<file path="config.mk">
export PLATFORM = sky130hd
export DESIGN_NAME = afifo_wr_sched
export DESIGN_NICKNAME = d
export VERILOG_FILES = /design/src/rtl/afifo_pkg.sv /design/src/rtl/rr_arbiter.sv /design/src/rtl/afifo_wr_sched.sv
export SDC_FILE = /design/constraint.sdc
export NUM_CORES = 1
export LEC_CHECK = 0
export ABC_CLOCK_PERIOD_IN_PS = 5100
export CORE_AREA = 2 2 75 77
export CTS_CLUSTER_DIAMETER = 150
export DETAILED_ROUTE_END_ITERATION = 6
export DIE_AREA = 0 0 77 79
export HOLD_SLACK_MARGIN = 0.02
export PLACE_DENSITY_LB_ADDON = 0.25
export SLEW_MARGIN = 15
export SYNTH_ARGS = -nofsm -noshare
export SYNTH_HDL_FRONTEND = slang
export SYNTH_SLANG_ARGS = --single-unit
</file>
<file path="constraint.sdc">
create_clock -name clk -period 5.1 [get_ports clk]
set_input_delay 0.51 -clock clk [delete_from_list [all_inputs] [get_ports clk]]
set_output_delay 0.51 -clock clk [all_outputs]
set_load 0.05 [all_outputs]
</file>
<file path="src/rtl/afifo_pkg.sv">
// Shared definitions for the byte-in/word-out async FIFO and its write-side scheduler.
package afifo_pkg;

    localparam int AFIFO_DSIZE = 8;
    localparam int AFIFO_RATIO = 4;

    typedef enum logic [1:0] {
        ST_IDLE  = 2'd0,
        ST_BURST = 2'd1,
        ST_PAD   = 2'd2
    } wr_state_e;

endpackage

</file>
<file path="src/rtl/rr_arbiter.sv">
// Combinational round-robin arbiter: searches req starting at ptr, wrapping, first hit wins.
module rr_arbiter #(
    parameter int N  = 4,
    parameter int IW = $clog2(N)
) (
    input  logic [N-1:0]  req,
    input  logic [IW-1:0] ptr,
    output logic [N-1:0]  grant_oh,
    output logic [IW-1:0] grant_idx,
    output logic          any
);

    logic [IW-1:0] cand;

    always_comb begin
        grant_oh  = '0;
        grant_idx = '0;
        any       = 1'b0;
        cand      = '0;
        for (int i = 0; i < N; i++) begin
            cand = IW'((int'(ptr) + i) % N);
            if (!any && req[cand]) begin
                any            = 1'b1;
                grant_idx      = cand;
                grant_oh[cand] = 1'b1;
            end
        end
    end

endmodule

</file>
<file path="src/rtl/afifo_wr_sched.sv">
// Round-robin write scheduler: grants one byte source an atomic BURST-beat slot on the
// afifo write port, padding the slot with PAD_BYTE if the source stalls too long.
module afifo_wr_sched
    import afifo_pkg::*;
#(
    parameter int             N_REQ    = 4,
    parameter int             DW       = AFIFO_DSIZE,
    parameter int             BURST    = AFIFO_RATIO,
    parameter int             TIMEOUT  = 16,
    parameter logic [DW-1:0]  PAD_BYTE = '0,
    parameter int             CNT_W    = 16
) (
    input  logic                     clk,
    input  logic                     rst,
    input  logic [N_REQ-1:0]         s_valid,
    input  logic [N_REQ*DW-1:0]      s_data,
    output logic [N_REQ-1:0]         s_ready,
    input  logic                     fifo_wfull,
    output logic                     fifo_wren,
    output logic [DW-1:0]            fifo_wdata,
    output logic [$clog2(N_REQ)-1:0] grant_id,
    output logic                     busy,
    output logic [CNT_W-1:0]         pad_cnt,
    output logic [1:0]               state_dbg
);

    localparam int IW = $clog2(N_REQ);
    localparam int BW = (BURST > 1) ? $clog2(BURST) : 1;
    localparam int TW = (TIMEOUT > 1) ? $clog2(TIMEOUT) : 1;
    localparam logic [BW-1:0] BEAT_LAST = BW'(BURST - 1);
    localparam logic [TW-1:0] IDLE_LAST = TW'(TIMEOUT - 1);
    localparam logic [IW-1:0] SRC_LAST  = IW'(N_REQ - 1);

    wr_state_e        state, state_nx;
    logic [IW-1:0]    rr_ptr, rr_ptr_nx, grant_nx;
    logic [N_REQ-1:0] grant_oh, grant_oh_nx;
    logic [BW-1:0]    beat_cnt, beat_nx;
    logic [TW-1:0]    idle_cnt, idle_nx;
    logic [CNT_W-1:0] pad_nx;
    logic [IW-1:0]    next_src;

    logic [N_REQ-1:0] arb_oh;
    logic [IW-1:0]    arb_idx;
    logic             arb_any;

    rr_arbiter #(.N(N_REQ), .IW(IW)) u_arb (
        .req       (s_valid),
        .ptr       (rr_ptr),
        .grant_oh  (arb_oh),
        .grant_idx (arb_idx),
        .any       (arb_any)
    );

    assign next_src  = (grant_id == SRC_LAST) ? '0 : grant_id + 1'b1;
    assign state_dbg = state;

    always_ff @(posedge clk) begin
        if (rst) begin
            state    <= ST_IDLE;
            rr_ptr   <= '0;
            grant_id <= '0;
            grant_oh <= '0;
            beat_cnt <= '0;
            idle_cnt <= '0;
            pad_cnt  <= '0;
        end else begin
            state    <= state_nx;
            rr_ptr   <= rr_ptr_nx;
            grant_id <= grant_nx;
            grant_oh <= grant_oh_nx;
            beat_cnt <= beat_nx;
            idle_cnt <= idle_nx;
            pad_cnt  <= pad_nx;
        end
    end

    // idle_cnt only charges cycles where the FIFO could have accepted but the source had nothing.
    always_comb begin
        state_nx    = state;
        rr_ptr_nx   = rr_ptr;
        grant_nx    = grant_id;
        grant_oh_nx = grant_oh;
        beat_nx     = beat_cnt;
        idle_nx     = idle_cnt;
        pad_nx      = pad_cnt;
        case (state)
            ST_IDLE: begin
                beat_nx = '0;
                idle_nx = '0;
                if (arb_any) begin
                    state_nx    = ST_BURST;
                    grant_nx    = arb_idx;
                    grant_oh_nx = arb_oh;
                end
            end
            ST_BURST: begin
                if (fifo_wren) begin
                    idle_nx = '0;
                    if (beat_cnt == BEAT_LAST) begin
                        state_nx  = ST_IDLE;
                        beat_nx   = '0;
                        rr_ptr_nx = next_src;
                    end else begin
                        beat_nx = beat_cnt + 1'b1;
                    end
                end else if (!fifo_wfull) begin
                    if (idle_cnt == IDLE_LAST) begin
                        state_nx = ST_PAD;
                        idle_nx  = '0;
                    end else begin
                        idle_nx = idle_cnt + 1'b1;
                    end
                end
            end
            ST_PAD: begin
                if (fifo_wren) begin
                    if (beat_cnt == BEAT_LAST) begin
                        state_nx  = ST_IDLE;
                        beat_nx   = '0;
                        rr_ptr_nx = next_src;
                        pad_nx    = (pad_cnt == '1) ? pad_cnt : pad_cnt + 1'b1;
                    end else begin
                        beat_nx = beat_cnt + 1'b1;
                    end
                end
            end
            default: state_nx = ST_IDLE;
        endcase
    end

    // Handshake: a beat moves when s_valid[i] & s_ready[i]; ready is offered only to the
    // granted source and only while the FIFO has room, so wren can never hit a full FIFO.
    always_comb begin
        s_ready    = '0;
        fifo_wren  = 1'b0;
        fifo_wdata = '0;
        busy       = 1'b0;
        case (state)
            ST_BURST: begin
                busy       = 1'b1;
                s_ready    = grant_oh & {N_REQ{!fifo_wfull}};
                fifo_wren  = |(s_valid & grant_oh) & !fifo_wfull;
                fifo_wdata = s_data[int'(grant_id)*DW +: DW];
            end
            ST_PAD: begin
                busy       = 1'b1;
                fifo_wren  = !fifo_wfull;
                fifo_wdata = PAD_BYTE;
            end
            default: ;
        endcase
    end

endmodule

</file>
* After elaboration in Yosys (flattened, before gate mapping)
Index checks and enable logic that the tools add are counted.
** Operators by class
- Shifts and indexed selects :: 1
- Reductions and logical operators :: 22
- $add $sub $neg :: 7
- $lt $le $gt $ge :: 8
- Bitwise logic cells :: 7
- Multiplexer cells :: 47
- Equal/unequal tests :: 11
** Operators by type and width (count)
- $mux 4 :: 8
- $shiftx 32x6->8 :: 1
- $mux 2 :: 13
- $add 16x1->16 const B :: 1
- $eq 16x16->1 const B :: 1
- $mux 1 :: 13
- $lt 2x3->1 const B :: 4
- $or 4x4->4 :: 3
- $and 4x4->4 :: 2
- $bmux 1 s2 :: 4
- $demux 1 s2 :: 4
- $ge 2x1->1 const B :: 4
- $mux 8 :: 1
- $pmux 4 s2 :: 1
- $reduce_and 4->1 :: 2
- $logic_and 1x1->1 :: 7
- $add 2x1->2 const B :: 3
- $eq 2x2->1 const B :: 3
- $ne 3x3->1 const B :: 2
- $pmux 2 s3 :: 1
- $reduce_and 2->1 :: 3
- $add 2x2->2 const B :: 2
- $add 4x1->4 const B :: 1
- $eq 4x4->1 const B :: 1
- other kinds (13) :: 18
** Word-level totals
- Logic and storage cells :: 110
- Register bits after elaboration :: 32
- Input bits :: 39

* Logic depth before layout (Yosys ltp)
- Word-level depth :: 14
- Mapped depth :: 9

* Modules after synthesis
A second synthesis with hierarchy kept.
** Unflattened totals
- Cells, all modules :: 283
- Area, all modules :: 2499.9 um2
** Modules (own cells, without submodules)
- afifo_wr_sched :: sequential area each 640.6 um2, cells an instance 238, area an instance 2080.7 um2, instances 1
- rr_arbiter :: sequential area each 0.0 um2, cells an instance 45, area an instance 419.2 um2, instances 1

* Worst setup path after synthesis
Ideal clock, no wire load.
- Path type :: register to output
- Start :: register state[0] (netlist: state_dbg[0])
- End :: output fifo_wren
- Arrival time :: 2316 ps
- Data required time :: 4590 ps
- Setup slack :: 2274 ps
- Path buffers :: 0
- Cell stages (with the launch flop) :: 6
- Cells stage by stage :: dfxtp_1 inv_1 ha_1 nand2b_1 a211o_1 inv_1
** On the way
- Cells in the longest elaborated chain, start to end :: 2
- Elaborated cells on any way between the ends :: 3
- Classes of those cells :: eq/ne: 2; mux: 1
** Ends and longest elaborated chain
- start, declared :: line afifo_wr_sched.sv:34 : wr_state_e state, state_nx;
- start signal, assigned :: line afifo_wr_sched.sv:67 : state <= state_nx;
- $eq 2x2->1 or $eq 2x1->1 (tied branches) :: line afifo_wr_sched.sv:138 : case (state)
- $pmux 1 s2 (*) :: line afifo_wr_sched.sv:138
- end, declared :: line afifo_wr_sched.sv:19 : output logic fifo_wren,
Mark *: on every way between the ends. The rest lies on a longest branch, timed or not.

* Final worst setup path
- Start :: input s_valid[0]
- End :: output fifo_wren
** On the way
- Cells in the longest elaborated chain, start to end :: 4
** Ends and longest elaborated chain
- start, declared :: line afifo_wr_sched.sv:15 : input logic [N_REQ-1:0] s_valid,
- $and 4x4->4 :: line afifo_wr_sched.sv:142 : fifo_wren = |(s_valid & grant_oh) & !fifo_wfull;
- $reduce_or 4->1 :: line afifo_wr_sched.sv:142
- $and 1x1->1 :: line afifo_wr_sched.sv:142
- $pmux 1 s2 :: line afifo_wr_sched.sv:138
No other way between the ends.

==> metrics.md <==
| Metric | Value |
|---|---|
| Synth Warn # | 0 |
| Placed cells | between 400 and 500 |
| Vias/cell | around 5.8 |
| DIE AREA | 6080 µm² |
| Post-synth EDFFs | 0 |
| Post-CTS Setup Bufs | 0 |
| Synth top area share | 23.6% |
| Power Density | roughly 320 nW/µm² |
| Clock Path Buffers | 2 |
| DIE WIDTH | 77 µm |
| Crit path DAT | between 3 and 4 ns |
| Area growth syn-to-layout | 30.1% |
| Initial antenna violation count | 0 |
| Most common cell after layout, fill and taps aside | clkdlybuf4s50_1 |
| Leak | roughly 1.2 nW |
| Clock transition at the registers of the reported paths | ~0.060 ns |
| Top cell type by total area after synthesis | dfxtp_1 |
| Fmax | around 280 MHz |
| Worst setup margin | approximately 1.6 ns |
| Outcome | complete, no violations |
| Clock sink count | 32 |
| Core area | about 5300 µm² |
| Global-route wire length before repair | ~11000 µm |
| Unrepaired setup endpoints after global routing | no |
| Final Non-Filler Cells | between 400 and 500 |
| Cell Area, Synth | 2720 µm² |
| Seq/Total Area, Yosys | between 20% and 30% |
| Mapped Cells | a little over 300 |
| Flop-to-flop setup slack | around 2.1 ns |
| CP startpoint kind | primary input |
| DRT Wirelength | between 6000 and 7000 µm |
| Syn Area/Cell | roughly 9 µm² |
| Seq cells post-synth | 32 |
| Starting Density | approximately half |
| HP Class | flip-flop to flip-flop |
| Critical Path End Type | output pin |
| # rows | 27 |
| Final period utilization | 69.5% |
| Slew margin rel. | between 40% and 50% |
| TritonCTS clock tree | built |
| DRC Markers | 0 |
| Final Hold Vio Count | 0 |
| Number of diodes | 0 |
| Place WS | roughly 1.6 ns |
| CTS root buf | clkbuf_8 |
| Aggregate global-route resource usage | between 20% and 30% |
| Clock Latency Late Sink | between 0.2 and 0.3 ns |
| Commonest non-fill, non-tap cells in the layout | clkdlybuf4s50_1 (72), dfxtp_1 (32), nor2_1 (21), a21oi_1 (18) |
| Post-synthesis net count | around 360 |
| Fill cells | 477 |
| Ports | 73 |
| H-tree levels | 2 |
| Largest net degree at the start of global routing | 39 |
| Hold_buf cts | 0 |
| DP Area | 3430 µm² |
| Chip height | about 79 µm |
| Vias in the first global route | approximately 2400 |
| Cell variety after synth | 63 |
| DRT Pass-1 Iters | 7 |
| Port Buf Inserts | 72 |
| Critical Path RT | around 4.6 ns |
| Antenna-violating nets left | 0 |
| Final Max Slew Viols | 0 |
| CP Max Fanout | 14 |
| Tmin final | about 3.5 ns |
| Hold Slack | about 0.48 ns |
| Post-CTS Resized | 0 |
| Crit Path Class | primary input to output pin |
| Most common flop cell mapped by yosys | dfxtp_1 |
| Drt wl/cell | 14.9 µm |
| DR vias | 2555 |
| Async SR Flop Fraction | 0% |
| Area contributors post-synth | dfxtp_1 (24%), mux4_2 (8.3%), ha_1 (7.4%) |
| Worst Tran Pin Value | a little over 0.8 ns |
| Fin area | 3540 µm² |
| Final setup violation count | 0 |
| Final nets | between 400 and 500 |
| Routability Congestion | between 0.8 and 0.9 |
| CTS Buf Count | 5 |
| GRT overflow | 0 |
| DR iter-0 viols | 130 |
| Setup TNS | 0 ns |
| Share of post-route cells with drive strength above 1 | 9.59% |
| Placed wire-length estimate | between 4000 and 5000 µm |
| Maximum VDD drop | around 0.00016 V |
| Clock skew | around 0.008 ns |
| Max Cap Violations | 0 |
==> state kept, by name, indices dropped and copies added (netlist names) <==
register   flops
pad_cnt       16
idle_cnt       4
state_dbg      2
beat_cnt       2
grant_oh       4
rr_ptr         2
grant_id       2
==> per-stage QoR <==
stage	power, mW	util (%)
floorplan	0.729	-
global placement	0.878	64.3
detailed placement	0.885	64.3
CTS	1.13	66.3
global route	1.20	66.3
finish	1.12	66.3
==> final cells by class <==
cell class	instances	area, µm²	area share [%]
Inverter	15	56.3	1.59
Sequential cell	32	641	18.1
Tap cell	72	90.1	2.55
Multi-Input combinational cell	237	1920	54.2
Timing Repair Buffer	73	728	20.6
Clock buffer	6	72.6	2.05
Clock inverter	2	35.0	0.990
==> cell usage after synthesis (all sizes together) (6+ instances only) <==
| master | number |
|---|---|
| nor2 | 21 |
| nor2b | 11 |
| mux4 | 12 |
| a21oi | 18 |
| ha | 16 |
| nand3 | 10 |
| nand2 | 16 |
| clkbuf | 10 |
| inv | 15 |
| nor4 | 6 |
| nand2b | 7 |
| and2 | 12 |
| a21o | 8 |
| a311oi | 6 |
| buf | 10 |
| mux2 | 9 |
| dfxtp | 32 |
==> critical path, stage by stage <==
cell	delay, ns
clkdlybuf4s50_1	0.61
a222oi_1	0.83
a211o_1	0.29
inv_1	0.09
clkdlybuf4s50_1	0.70
==> power by group <==
part | leakage, nW | switching, mW | internal [mW] | total [mW]
Combinational | 0.916 | 0.340 | 0.224 | 0.564
Sequential | 0.259 | 0.0407 | 0.276 | 0.317
Clock | 0.0552 | 0.0990 | 0.145 | 0.244
Total | 1.23 | 0.480 | 0.645 | 1.12
==> final timing paths <==
| path | from | endpoint | cells after the start |
|---|---|---|---|
| worst max register to register | rr_ptr[0] | grant_oh[3] | 6 |
| worst min register to register | beat_cnt[1] | beat_cnt[1] | 2 |
| worst max-delay path | s_valid[0] | fifo_wren | 5 |
| worst min-delay path | beat_cnt[1] | beat_cnt[1] | 2 |
==> per-layer routing <==
layer	GRT usage [%]	routed length, µm	up-vias
met3	5.45	501	8
met1	27.4	2890	1177
met5	0	0	-
met2	37.9	3040	102
li1	-	-	1268
met4	5.89	73	0
==> logic make-up (layout without fill, tap and decap cells) <==
family / after synthesis / after routing / share of synthesized area (%)
AOI/OAI and AO/OA: 74 / 74 / 20.7
buffers and inverters: 35 / 96 / 5.98
DFF: 32 / 32 / 23.6
muxes: 24 / 24 / 15.0
and+or+nand+nor: 123 / 123 / 27.4
adders and majority gates: 16 / 16 / 7.36
Power figures use the tool's default switching activity.
